--- src/rtl/expression_result_unpacker.sv ---
// expression_result_unpacker
// Reader side of the packed 90-bit expression result bus {y0..y17}.
// Each accepted vector is streamed out one field per cycle, with every field
// sign- or zero-extended to OUT_W bits and tagged with its index and a last
// marker.
// Optional build macro: RESULT_CHECK_EN adds an expected-vector register, a
// per-field comparator (out_mismatch) and a per-vector mismatch count (mm_cnt).
// Without it, in_exp is ignored and both check outputs are tied to zero.

module expression_result_unpacker #(
  parameter int OUT_W = 6
) (
  input  logic             clk,
  input  logic             rst_n,
  input  logic             in_valid,
  output logic             in_ready,
  input  logic [89:0]      in_y,
  input  logic [89:0]      in_exp,
  output logic             out_valid,
  input  logic             out_ready,
  output logic [OUT_W-1:0] out_data,
  output logic [4:0]       out_idx,
  output logic             out_last,
  output logic             out_mismatch,
  output logic [4:0]       mm_cnt
);

  typedef enum logic {
    IDLE,
    STREAM
  } state_e;

  localparam logic [4:0] LAST_IDX = 5'd17;

  state_e           state_q, state_d;
  logic [4:0]       idx_q, idx_d;
  logic [89:0]      holdY_q, holdY_d;

  logic             accept;
  logic             handshake;
  logic [5:0]       rawField;
  logic [1:0]       fieldPos;
  logic             fieldSigned;
  logic             signBit;
  logic [OUT_W-1:0] extField;

  // Native field k of a packed vector, right-aligned and zero-padded to 6 bits.
  // Each group of three fields occupies 15 bits: widths 4, 5 and 6 from the top.
  function automatic logic [5:0] selectField(input logic [89:0] v,
                                             input logic [4:0]  k);
    logic [5:0] f;
    f = '0;
    case (k)
      5'd0:    f = {2'b00, v[89:86]};
      5'd1:    f = {1'b0,  v[85:81]};
      5'd2:    f = v[80:75];
      5'd3:    f = {2'b00, v[74:71]};
      5'd4:    f = {1'b0,  v[70:66]};
      5'd5:    f = v[65:60];
      5'd6:    f = {2'b00, v[59:56]};
      5'd7:    f = {1'b0,  v[55:51]};
      5'd8:    f = v[50:45];
      5'd9:    f = {2'b00, v[44:41]};
      5'd10:   f = {1'b0,  v[40:36]};
      5'd11:   f = v[35:30];
      5'd12:   f = {2'b00, v[29:26]};
      5'd13:   f = {1'b0,  v[25:21]};
      5'd14:   f = v[20:15];
      5'd15:   f = {2'b00, v[14:11]};
      5'd16:   f = {1'b0,  v[10:6]};
      5'd17:   f = v[5:0];
      default: f = '0;
    endcase
    return f;
  endfunction

  // Position of field k inside its group: 0 -> 4 bits, 1 -> 5 bits, 2 -> 6 bits.
  function automatic logic [1:0] fieldPosOf(input logic [4:0] k);
    logic [1:0] p;
    case (k)
      5'd0, 5'd3, 5'd6, 5'd9, 5'd12, 5'd15:  p = 2'd0;
      5'd1, 5'd4, 5'd7, 5'd10, 5'd13, 5'd16: p = 2'd1;
      default:                               p = 2'd2;
    endcase
    return p;
  endfunction

  // Fields in odd-numbered groups carry two's-complement values.
  function automatic logic fieldSignedOf(input logic [4:0] k);
    logic s;
    case (k)
      5'd3, 5'd4, 5'd5, 5'd9, 5'd10, 5'd11, 5'd15, 5'd16, 5'd17: s = 1'b1;
      default:                                                   s = 1'b0;
    endcase
    return s;
  endfunction

  assign accept    = (state_q == IDLE) && in_valid;
  assign handshake = (state_q == STREAM) && out_ready;

  // Next-state logic: capture on accept, advance the field index on each handoff.
  always_comb begin
    state_d = state_q;
    idx_d   = idx_q;
    holdY_d = holdY_q;
    case (state_q)
      IDLE: begin
        if (in_valid) begin
          state_d = STREAM;
          idx_d   = 5'd0;
          holdY_d = in_y;
        end
      end
      STREAM: begin
        if (out_ready) begin
          if (idx_q == LAST_IDX) begin
            state_d = IDLE;
            idx_d   = 5'd0;
          end else begin
            idx_d = idx_q + 5'd1;
          end
        end
      end
      default: begin
        state_d = IDLE;
        idx_d   = 5'd0;
      end
    endcase
  end

  // State, index and holding register; reset drops any vector in flight.
  always_ff @(posedge clk or negedge rst_n) begin
    if (!rst_n) begin
      state_q <= IDLE;
      idx_q   <= 5'd0;
      holdY_q <= '0;
    end else begin
      state_q <= state_d;
      idx_q   <= idx_d;
      holdY_q <= holdY_d;
    end
  end

  // Select the current field and extend it to OUT_W (sign-fill for signed groups).
  always_comb begin
    rawField    = selectField(holdY_q, idx_q);
    fieldPos    = fieldPosOf(idx_q);
    fieldSigned = fieldSignedOf(idx_q);
    case (fieldPos)
      2'd0:    signBit = rawField[3];
      2'd1:    signBit = rawField[4];
      default: signBit = rawField[5];
    endcase
    extField = (fieldSigned && signBit) ? {OUT_W{1'b1}} : {OUT_W{1'b0}};
    case (fieldPos)
      2'd0:    extField[3:0] = rawField[3:0];
      2'd1:    extField[4:0] = rawField[4:0];
      default: extField[5:0] = rawField;
    endcase
  end

  assign in_ready  = (state_q == IDLE);
  assign out_valid = (state_q == STREAM);
  assign out_data  = out_valid ? extField : {OUT_W{1'b0}};
  assign out_idx   = idx_q;
  assign out_last  = out_valid && (idx_q == LAST_IDX);

`ifdef RESULT_CHECK_EN
  logic [89:0] holdExp_q, holdExp_d;
  logic [4:0]  mmCnt_q, mmCnt_d;
  logic [5:0]  expField;
  logic        fieldMismatch;

  // Compare the current field against the expected vector on its native width
  // and maintain the running mismatch count for the vector in flight.
  always_comb begin
    expField      = selectField(holdExp_q, idx_q);
    fieldMismatch = (rawField != expField);
    holdExp_d     = holdExp_q;
    mmCnt_d       = mmCnt_q;
    if (accept) begin
      holdExp_d = in_exp;
      mmCnt_d   = 5'd0;
    end else if (handshake && fieldMismatch) begin
      mmCnt_d = mmCnt_q + 5'd1;
    end
  end

  // Expected-vector and mismatch-count registers.
  always_ff @(posedge clk or negedge rst_n) begin
    if (!rst_n) begin
      holdExp_q <= '0;
      mmCnt_q   <= 5'd0;
    end else begin
      holdExp_q <= holdExp_d;
      mmCnt_q   <= mmCnt_d;
    end
  end

  // The count already includes the field being handed off this cycle, so the
  // final total is visible during the last handoff as well as afterwards.
  assign out_mismatch = out_valid && fieldMismatch;
  assign mm_cnt       = mmCnt_q + {4'd0, handshake && fieldMismatch};
`else
  logic unusedExp;

  assign unusedExp    = ^in_exp;
  assign out_mismatch = 1'b0;
  assign mm_cnt       = 5'd0;
`endif

endmodule
--- config.mk ---
export PLATFORM = sky130hd
export DESIGN_NAME = expression_result_unpacker
export DESIGN_NICKNAME = d
export VERILOG_FILES = /design/src/rtl/expression_result_unpacker.sv
export SDC_FILE = /design/constraint.sdc
export NUM_CORES = 1
export LEC_CHECK = 0
export CORE_MARGIN = 4
export CORE_UTILIZATION = 43
export CTS_CLUSTER_SIZE = 40
export DETAILED_ROUTE_END_ITERATION = 12
export PLACE_DENSITY = 0.86
export SETUP_SLACK_MARGIN = 0.5
export SYNTH_ARGS = -nofsm -noshare
export SYNTH_HDL_FRONTEND = slang
export SYNTH_SLANG_ARGS = --single-unit
--- constraint.sdc ---
create_clock -name clk -period 2.8 [get_ports clk]
set_input_delay 0.42 -clock clk [delete_from_list [all_inputs] [get_ports clk]]
set_output_delay 0.42 -clock clk [all_outputs]
set_load 0.01 [all_outputs]
==> flow_metrics.tcl, run 1 <==
set metrics [dict create \
    cp-start-kind "flop" \
    setup_slack_ns -0.119 \
    synth.distinct_cells 55 \
    synth_area_leaders "dfrtp_1, mux2_2, a22oi_1, a32oi_1, buf_2" \
    start_util_pct 44.1 \
    clkLatencyLatePin_ns 0.38 \
    fin_crit_ns 2.92 \
    max_freq_ghz 0.343 \
    grt_pass1_wl_um 21000 \
    endpoint_kind "output pin" \
    violations "negative setup slack" \
    area_delta_synth_final_pct 45.8 \
    drt-total-wl_um 13300 \
    status "finished, violations left" \
    worstPathArrival_ns 2.50 \
    die_h_um 113 \
    num_vias 3760 \
    cts-buffers-inserted 9 \
    dpl.hpwl_um 9960 \
    power_density_nw_per_um2 756 \
    grt_overflow 0 \
    htreeDepth 3 \
    drv_slew 0 \
    mostFrequentLayoutCell "clkdlybuf4s50_1" \
    hp-class "primary input to async pin" \
    power.leakage_nw 2.96 \
    ys_ff_latch 96 \
    drc_errors 0 \
    synth_top_flop_cell "dfrtp_1" \
    grt_max_degree 60 \
    maxCapViolCount 0 \
    dieArea_um2 12900 \
    timing.final.crit_share_pct 104 \
    cts-root-buf "clkbuf_8" \
    relSlewSlack_pct 61.2 \
    grt_antenna_before_repair 0 \
    gp_congestion 0.880 \
    ir_worst_vdd_v 0.000350 \
    grt_pass1_vias 4059 \
    via_per_inst 5.43 \
    worst_pin_slew_ns 0.582 \
    synth_top_area_share_pct 50.3 \
    rows 38 \
    numClockSinks 96 \
    final_cell_mix "clkdlybuf4s50_1, mux2_2, dfrtp_1" \
    core_area_um2 10800 \
    post_route_cells_drive_above_1_share_pct 44.1 \
    seq_area_frac_synth_pct 50.3 \
    nNetsFinal 737 \
    yosysWarnings 0 \
    cp_common_cell "buf_6" \
    synth_top_area_cell "dfrtp_1" \
    synth_cells 386 \
    async_flop_share_pct 100 \
    cp_slowest_cell "dfrtp_2" \
    die_w_um 113 \
    cts.path.max_buffers 2 \
    hold_viol 0 \
    avgSynthCellArea_um2 12.4 \
    slowest_delay_ns 0.46 \
    cts_tree "done" \
    ant_nets 0 \
    wire_per_inst_um 19.2 \
    required_ns 2.38 \
    crit_fanout 5 \
    synth_edf_count 0 \
    syn-cell-area_um2 4780 \
    dr.pass1.iters 4 \
    io_buffers 107 \
    hold_ws_ns 0.0213 \
    n_antenna_cell 0 \
    pin_count 204 \
    path_clk_slew_ns 0.09 \
    path_class "flop to output pin" \
    skew_ns 0.00680 \
    initialDrtViolationCount 195 \
    track_usage_pct 21.1 \
    finalSetupViolations 5 \
    rsz0062_at_grt "yes" \
    fin_util_pct 64.3 \
    crit_chain "buf_6 > buf_6 > or4b_1 > o41a_1 > a22oi_2 > o211ai_4 > a311oi_2 > buf_2" \
]
where the power goes:
part           leakage [nW]  internal, mW  switching, mW
sequential             1.18          1.56          0.157
combinational          1.65          1.27           1.08
clock                 0.126         0.684          0.505
registers in the layout (all words and copies together), names as in the netlist:
register	cells
holdY_q	90
out_idx	5
out_valid	1
critical path: cells and delay by family (launching register included):
family / cells / cell delay, ns
flops: 1 / 0.46
compound gates: 4 / 0.78
simple gates: 1 / 0.45
buf+inv: 3 / 0.44
worst paths after layout:
check | startpoint | to | slack (ns) | depth (start not counted)
max | out_idx[1] | out_data[5] | -0.12 | 8
max in group asynchronous | rst_n | holdY_q[52] | 2.07 | 2
min reg2reg | holdY_q[17] | holdY_q[17] | 0.51 | 1
min in group clk | holdY_q[17] | holdY_q[17] | 0.51 | 1
max reg2reg | out_idx[1] | out_idx[3] | 0.93 | 8
min | rst_n | holdY_q[21] | 0.02 | 1
per-stage QoR:
stage | setup TNS (ns) | instance area, um^2 | worst slack (ns) | cells | power, mW
finish | -0.224 | 6970 | -0.119 | 693 | 5.26
global route | -0.741 | 6970 | -0.205 | 693 | 5.52
CTS | -0.158 | 6800 | -0.134 | 690 | 5.10
detailed placement | -0.442 | 6350 | -0.157 | 663 | 3.70
global placement | -0.372 | 6350 | -0.174 | 663 | 3.66
floorplan | 0 | 4830 | 0.472 | 391 | 2.73
logic make-up after synthesis:
logic type / count (synthesis) / synth area share, %
multiplexers: 101 / 24.0
flip-flops: 96 / 50.3
AO/OA/AOI/OAI: 74 / 11.6
AND/OR/NAND/NOR: 68 / 8.09
buffers and inverters: 41 / 4.66
adder cells (fa/ha/maj): 5 / 1.31
other: 1 / 0.0785
layout make-up:
class / instances / area (um^2)
Fill cell: 811 / 3870
Sequential cell: 96 / 2410
Timing Repair Buffer: 180 / 1650
Tap cell: 140 / 175
Inverter: 7 / 26.3
Clock inverter: 7 / 144
Multi-Input combinational cell: 254 / 2430
Clock buffer: 9 / 124
synth_stat cells, types with 2 or more instances:
| library cell | number |
|---|---|
| nand2_1 | 17 |
| nor2b_1 | 8 |
| nor3_1 | 2 |
| and4bb_1 | 2 |
| dfrtp_1 | 96 |
| nor3b_1 | 5 |
| nand3_1 | 12 |
| nand4_1 | 2 |
| a32o_1 | 2 |
| mux2_1 | 4 |
| or2_2 | 2 |
| nor2_1 | 4 |
| o31ai_1 | 5 |
| nand2b_1 | 3 |
| a211oi_1 | 2 |
| buf_6 | 4 |
| ha_1 | 5 |
| o21ai_0 | 12 |
| mux2i_1 | 2 |
| and3_1 | 2 |
| and2_1 | 2 |
| mux2_2 | 94 |
| a21oi_1 | 5 |
| o211ai_1 | 2 |
| a31oi_1 | 4 |
| inv_1 | 6 |
| buf_2 | 13 |
| o22ai_1 | 2 |
| a221oi_1 | 3 |
| buf_4 | 6 |
| a22oi_1 | 16 |
| a32oi_1 | 9 |
| nor2_2 | 2 |
| clkbuf_1 | 10 |
per-layer routing:
layer  share of wire, %  track usage [%]  vias to the layer above
li1                   -                -                     1747
met1                 42             27.5                     1865
met2                 50             35.3                      132
met3                5.8             4.24                       16
met4                1.5             7.21                        0
met5                  0                0                        -
what timing repair did:
action	CTS	global route
endpoints found under the setup margin	7	7
hold buffers	0	0
gates resized for setup	55	29
cloned	0	0
setup buffers	11	3
pin swaps	20	18
endpoints found under the hold margin	0	0
(Power assumes the default switching activity.)
==> run 2, diff against run 1 <==
Settings changed: CORE_ASPECT_RATIO set to 0.8, SLEW_MARGIN set to 20.
==> run 2 against run 1 <==
Compared with the run above: sequential cell count is the same; worst setup slack gained 0.068 ns; global-route usage increased by 0.96 points; via count increased by 2.3%; register-to-register slack worse by 0.39 ns; the flow still finishes with violations (negative setup slack); first-iteration DRC count is 7.2% higher; largest cell class is now sequential cells; total power decreased by 0.53%; non-clock buffer count up 6.
==> flow_metrics.tcl, run 2 (synthesized netlist as in run 1, its figures left out) <==
set metrics [dict create \
    drc_errors 0 \
    hold_viol 0 \
    pin_count 204 \
    skew_ns 0.00672 \
    largest_reg_flops 90 \
    cts-buffers-inserted 9 \
    dpl.hpwl_um 10400 \
    fin_util_pct 64.6 \
    post_route_cells_drive_above_1_share_pct 44.0 \
    cp-start-kind "flop" \
    path_clk_slew_ns 0.07 \
    die_w_um 126 \
    relSlewSlack_pct 60.1 \
    ant_nets 0 \
    hp-class "primary input to async pin" \
    power.leakage_nw 3.02 \
    cts.path.max_buffers 2 \
    dieArea_um2 12900 \
    core_area_um2 10800 \
    rows 34 \
    grt_overflow 0 \
    grt_pass1_wl_um 22200 \
    grt_max_degree 56 \
    status "finished, violations left" \
    num_vias 3846 \
    slowest_delay_ns 0.52 \
    grt_antenna_before_repair 0 \
    final_cell_mix "clkdlybuf4s50_1, mux2_2, dfrtp_1" \
    cts-root-buf "clkbuf_16" \
    power_density_nw_per_um2 747 \
    worstPathArrival_ns 2.43 \
    mostFrequentLayoutCell "clkdlybuf4s50_1" \
    initialDrtViolationCount 209 \
    gp_congestion 0.864 \
    area_delta_synth_final_pct 46.7 \
    violations "negative setup slack" \
    finalSetupViolations 4 \
    rsz0062_at_grt "yes" \
    maxCapViolCount 0 \
    numClockSinks 96 \
    crit_chain "buf_6 > ha_4 > mux2i_1 > nor2b_1 > a2111oi_2 > o31ai_2 > a21oi_2 > buf_2" \
    wire_per_inst_um 19.7 \
    start_util_pct 44.0 \
    drt-total-wl_um 13800 \
    htreeDepth 3 \
    max_freq_ghz 0.351 \
    endpoint_kind "output pin" \
    clkLatencyLatePin_ns 0.36 \
    cp_slowest_cell "a2111oi_2" \
    n_antenna_cell 0 \
    setup_slack_ns -0.0508 \
    finalPower_mw 5.24 \
    ir_worst_vdd_v 0.000423 \
    required_ns 2.38 \
    timing.final.crit_share_pct 102 \
    drv_slew 0 \
    worst_pin_slew_ns 0.599 \
    io_buffers 107 \
    grt_pass1_vias 4178 \
    cp_num_buf_inv 2 \
    die_h_um 102 \
    cts_tree "done" \
    nNetsFinal 743 \
    path_class "flop to output pin" \
    track_usage_pct 22.1 \
    via_per_inst 5.47 \
    crit_fanout 8 \
    cts_hold_buf 0 \
    crit_family "compound AO/OA/AOI/OAI gates" \
    fin_crit_ns 2.85 \
    regMostFlops "holdY_q" \
    dr.pass1.iters 5 \
]
[run 2: cell types whose count changed in the layout (fill, tap and decap cells not counted), sizes merged]
cell / before / now
buf: 80 / 87
clkinv: 1 / 3
clkinvlp: 2 / 1
clkdlybuf4s50: 100 / 99
bufinv: 4 / 1
inv: 7 / 9
[run 2: report_power, final]
| part | total [mW] | switching, mW | internal [mW] |
|---|---|---|---|
| logic | 2.24 | 1.04 | 1.21 |
| clock network | 1.27 | 0.564 | 0.703 |
| registers | 1.72 | 0.157 | 1.57 |
| total | 5.24 | 1.76 | 3.48 |
[run 2: routing by layer]
| metal | wire (um) | share of wire [%] | GRT usage, % |
|---|---|---|---|
| met4 | 301 | 2.2 | 7.17 |
| met2 | 6730 | 49 | 37.1 |
| met1 | 6000 | 43 | 28.6 |
| met5 | 0 | 0 | 0 |
| met3 | 811 | 5.9 | 5.28 |
[run 2: layout make-up]
type | count | area [um^2]
clock buffer | 9 | 225
clock inverter | 7 | 80.1
fill | 832 | 3840
inverter | 7 | 28.8
multi-input combinational | 254 | 2370
sequential | 96 | 2410
tap | 144 | 180
timing repair buffer | 186 | 1710
[run 2: per-stage QoR]
step	cells	hold slack (ns)	TNS [ns]	worst slack, ns	area (um^2)
final	703	0.0484	-0.106	-0.0508	7010
after detailed placement	677	0.448	-0.482	-0.170	6420
after global placement	677	0.425	-0.468	-0.181	6420
after global routing	703	0.0977	-0.507	-0.159	7010
after CTS	699	0.0741	-0.139	-0.0573	6930
after floorplan	391	0.124	0	0.472	4830
[run 2: timing repair]
item                                    4_1_cts  5_1_grt
endpoints found under the setup margin        7        7
endpoints found under the hold margin         0        0
gates resized for setup                      72       15
buffers inserted                              6        4
pin swaps                                    19        9
[run 2: path summary, 6_finish.rpt]
kind | from | cells after the start | to | slack [ns]
setup / recovery | out_idx[0] | 8 | out_data[4] | -0.05
hold / removal | rst_n | 1 | holdY_q[83] | 0.05
setup reg to reg | out_idx[0] | 11 | out_idx[2] | 0.54
hold reg to reg | holdY_q[51] | 1 | holdY_q[51] | 0.51
max in group asynchronous | rst_n | 2 | holdY_q[37] | 2.05
min in group clk | holdY_q[51] | 1 | holdY_q[51] | 0.51
==> run 3, diff against run 2 <==
Settings changed: GPL_ROUTABILITY_DRIVEN set to 0.
==> run 3 against run 2 <==
Compared with the run above: the run still ends with negative setup slack left; register-to-register slack better by 0.31 ns; worst setup slack got worse by 0.020 ns; clock power down 10%; via count about the same; first-iteration DRC count grew 54%; non-clock buffer count is 24 lower; highest routed layer unchanged.
==> flow_metrics.tcl, run 3 (synthesized netlist as in run 1, its figures left out) <==
set metrics [dict create \
    rows 34 \
    mostFrequentLayoutCell "clkdlybuf4s50_1" \
    crit_family "compound AO/OA/AOI/OAI gates" \
    dpl.hpwl_um 9880 \
    rsz0062_at_grt "yes" \
    path_clk_slew_ns 0.06 \
    cp-start-kind "flop" \
    multi_input_area_um2 2380 \
    grt_pass1_wl_um 21500 \
    ant_nets 0 \
    cts-buffers-inserted 9 \
    num_vias 3844 \
    stdcell_area_um2 6790 \
    power_density_nw_per_um2 746 \
    fillers 818 \
    fin_util_pct 62.6 \
    dr.pass1.iters 5 \
    area_delta_synth_final_pct 42.0 \
    place_area_um2 6270 \
    wire_per_inst_um 20.3 \
    track_usage_pct 21.2 \
    die_w_um 126 \
    dieArea_um2 12900 \
    worstSetupStartpoint "out_idx[1]" \
    relSlewSlack_pct 61.0 \
    worstPathArrival_ns 2.45 \
    grt_max_degree 57 \
    cp_num_buf_inv 2 \
    reg2reg_slack_ns 0.85 \
    post_route_cells_drive_above_1_share_pct 41.1 \
    io_buffers 107 \
    skew_ns 0.00782 \
    pin_count 204 \
    r2r-end "out_idx[2]" \
    cp_slowest_cell "dfrtp_2" \
    crit_chain "buf_4 > ha_4 > and4bb_2 > a32o_1 > a221o_1 > a221oi_2 > a31oi_1 > buf_2" \
    numClockSinks 96 \
    hp-class "primary input to async pin" \
    nNetsFinal 719 \
    grt_overflow 0 \
    r2r_start "out_idx[2]" \
    max_freq_ghz 0.348 \
    cp.depth 8 \
    regMostFlops "holdY_q" \
    cts_hold_buf 0 \
    n_antenna_cell 0 \
    fin_crit_ns 2.87 \
    power.leakage_nw 2.86 \
    drv_slew 0 \
    cts.path.max_buffers 2 \
    timing.final.crit_share_pct 103 \
    die_h_um 102 \
    core_area_um2 10800 \
    cts_tree "done" \
    path_class "flop to output pin" \
    slowest_delay_ns 0.45 \
    grt_pass1_vias 4105 \
    start_util_pct 44.0 \
    setup_slack_ns -0.0709 \
    endpoint_kind "output pin" \
    largest_reg_flops 90 \
    violations "negative setup slack" \
    drc_errors 0 \
    hold_viol 0 \
    status "finished, violations left" \
    required_ns 2.38 \
    ir_worst_vdd_v 0.000405 \
    rr_worst_depth 7 \
    htreeDepth 3 \
    clkLatencyLatePin_ns 0.35 \
    worst_pin_slew_ns 0.585 \
    maxCapViolCount 0 \
    grt_antenna_before_repair 0 \
    finalSetupViolations 4 \
    crit_end "out_data[0]" \
    initialDrtViolationCount 322 \
    final_cell_mix "clkdlybuf4s50_1, mux2_2, dfrtp_1" \
    ff_latch_area_um2 2410 \
    drt-total-wl_um 13800 \
    crit_fanout 6 \
    cts-root-buf "clkbuf_16" \
    via_per_inst 5.66 \
]
run 3: cell types whose count changed in the layout (fill, tap and decap cells not counted), sizes merged:
cell / delta
buf: -25
clkinvlp: +3
dlygate4sd2: +1
bufinv: -1
inv: -2
run 3: timing repair:
action,CTS,global route
gates resized for setup,66,11
endpoints found under the setup margin,7,7
setup buffers,3,4
pin swaps,14,10
run 3: area by class of cell:
class | count | share of cell area, %
Clock buffer | 9 | 3.32
Clock inverter | 7 | 0.719
Inverter | 7 | 0.387
Multi-Input combinational cell | 254 | 35.0
Sequential cell | 96 | 35.5
Tap cell | 144 | 2.65
Timing Repair Buffer | 162 | 22.4
run 3: per-stage QoR:
stage          hold slack [ns]  power, mW  TNS (ns)  worst slack [ns]  instances
6_report                0.0706       5.06    -0.150           -0.0709        679
5_1_grt                  0.103       5.27    -0.379            -0.134        679
4_1_cts                 0.0922       4.92   -0.0127           -0.0127        675
3_5_place_dp             0.456       3.63    -0.237           -0.0811        656
3_3_place_gp             0.440       3.56    -0.141           -0.0632        656
2_1_floorplan            0.124       2.73         0             0.472        391
run 3: routing by layer:
| metal | wire length (um) | track usage, % | up-vias |
|---|---|---|---|
| met5 | 0 | 0 | - |
| li1 | - | - | 1715 |
| met2 | 6610 | 35.5 | 201 |
| met4 | 355 | 6.02 | 0 |
| met3 | 986 | 4.81 | 43 |
| met1 | 5830 | 28.2 | 1885 |
run 3: how the worst min path moves through the flow:
stage / to / slack, ns
6_report: holdY_q[83] / 0.07
3_5_place_dp: holdY_q[83] / 0.46
3_3_place_gp: holdY_q[83] / 0.44
5_1_grt: holdY_q[83] / 0.10
4_1_cts: holdY_q[83] / 0.09
2_1_floorplan: holdY_q[0] / 0.12
run 3: power breakdown:
group,switching (mW),internal (mW),total [mW]
clock,0.536,0.600,1.14
sequential,0.163,1.57,1.73
combinational,1.07,1.13,2.20
total,1.77,3.30,5.06
==> RTL change (flow settings as in run 3) <==
Take the reset off `holdY_q` and load it in a clocked block of its own.
--- a/src/rtl/expression_result_unpacker.sv
+++ b/src/rtl/expression_result_unpacker.sv
@@ -134,10 +134,12 @@
       state_q <= IDLE;
       idx_q   <= 5'd0;
-      holdY_q <= '0;
     end else begin
       state_q <= state_d;
       idx_q   <= idx_d;
-      holdY_q <= holdY_d;
     end
+  end
+
+  always_ff @(posedge clk) begin
+    holdY_q <= holdY_d;
   end
 
Check against the original RTL: no difference found for any inputs over 10 cycles, from zero or initial values and one cycle with rst_n low; that may be too few to reach the edited logic, so the function may still have changed.
==> RTL change against run 3 <==
The flow still finishes with violations (setup timing). Setup slack worse by 0.13 ns. Clock skew grew 0.00094 ns. Wire length decreased by 6.2%. Sequential cell count stayed put. Total power is 22% higher. Final area decreased by 2.0%. Area after synthesis decreased by 9.8%. Sequential share of layout area up 7.5 points. Register-to-register slack worse by 0.17 ns. Via count down 7.9%. Largest power group unchanged. Critical path type unchanged.
==> RTL change: results (changes against run 3) <==
* Status: complete, but fails checks
* Failing checks: setup timing
* Max VDD drop at 0.000452 V (+12%)
* Final setup viols at 5 (+1)
* Synth cell count leaders: 90 x edfxtp_1, 16 x nand2_1, 13 x buf_2
* DR WL/cell at 20.7 µm (+2.2%)
* Worst r2r src: out_idx[0]$_DFFE_PN0P_
* DP Wirelength at 8340 µm (-16%)
* Vias in the first global route at 3,636 (-11%)
* Asr flop ratio synth at 6.25% (-94 points)
* R2R cell count at 12 (+5)
* Layout Cells excl Fill at 623 (-8.2%)
* Top cells by area, synth: edfxtp_1 63%, dfrtp_1 3.5%, mux2_2 2.4%
* FF-to-FF End: out_idx[4]$_DFFE_PN0P_
* Slew @ Worst Pin at 0.697 ns (+0.112 ns)
* Cell count after synthesis at 307 (-20%)
* Wl on met1 at 4940 µm (-15%)
* Cell count after placement at 589 (-10%)
* CP top delay family: simple AND/OR/NAND/NOR gates
* Met2 usage at 33.0% (-2.4 points)
* Fin Setup TNS at -0.703 ns (-0.552 ns)
* Post-synth EDFFs at 90 (+90)
* Met3 Usage GRT at 6.64% (+1.8 points)
* Timing endpoint of the critical path: out_data[4]
* Post-route setup slack at -0.198 ns (-0.127 ns)
* Cell variety after synth at 61 (+11%)
* Clock Skew at 0.00876 ns (+0.000935 ns)
* Met2 routed WL at 6360 µm (-3.7%)
* Vias/cell at 5.68 (+0.34%)
* Register area share after synthesis at 66.2% (+16 points)
* Layout cells sized above 1 at 33.3% (-7.9 points)
* Worst path max stage delay at 0.54 ns (+0.09 ns)
* Crit path max-delay cell type: or4_4
* Dpl cell area at 5930 µm² (-5.5%)
* Nets at 671 (-6.7%)
[RTL change: cell types whose count changed in the layout (fill, tap and decap cells not counted), moves of 5 or more]
cell,delta
a22oi_1,-7
buf_4,+20
buf_6,+7
dfrtp_1,-89
edfxtp_1,+90
mux2_2,-86
nor3b_1,-5
[RTL change: per-stage QoR]
step,util (%),setup slack [ns],hold slack (ns)
after floorplan,-,0.501,0.124
after global placement,60.9,-0.346,0.644
after detailed placement,60.9,-0.336,0.659
after CTS,66.1,-0.133,0.306
after global routing,68.4,-0.255,0.320
final,68.4,-0.198,0.312
[RTL change: timing repair]
action                     CTS  global route
pin swaps                   11            18
setup buffers               13             5
hold endpoints to repair     0             0
gates resized for setup     65            36
setup endpoints to repair    7             7
[RTL change: where the power goes]
part / switching, mW / internal, mW / leakage, nW / total [mW]
Sequential: 0.0856 / 1.65 / 0.877 / 1.74
Clock: 0.519 / 0.606 / 0.137 / 1.12
Combinational: 1.62 / 1.68 / 1.35 / 3.30
Total: 2.23 / 3.94 / 2.37 / 6.16
[RTL change: cell families after synthesis]
kind of cell | after synthesis | share of synthesized area [%]
AO/OA/AOI/OAI | 79 | 13.6
XOR/XNOR | 1 | 0.203
adder cells (fa/ha/maj) | 5 | 1.45
buffers and inverters | 35 | 4.30
flip-flops | 96 | 66.2
multiplexers | 15 | 4.36
other | 1 | 0.0870
AND/OR/NAND/NOR | 75 | 9.81
[RTL change: layout make-up]
cell class	instances	area (µm²)
Clock inverter	6	47.5
Clock buffer	10	229
Inverter	7	31.3
Multi-Input combinational cell	181	1610
Timing Repair Buffer	187	1710
Sequential cell	96	2860
Tap cell	136	170
Fill cell	645	3080
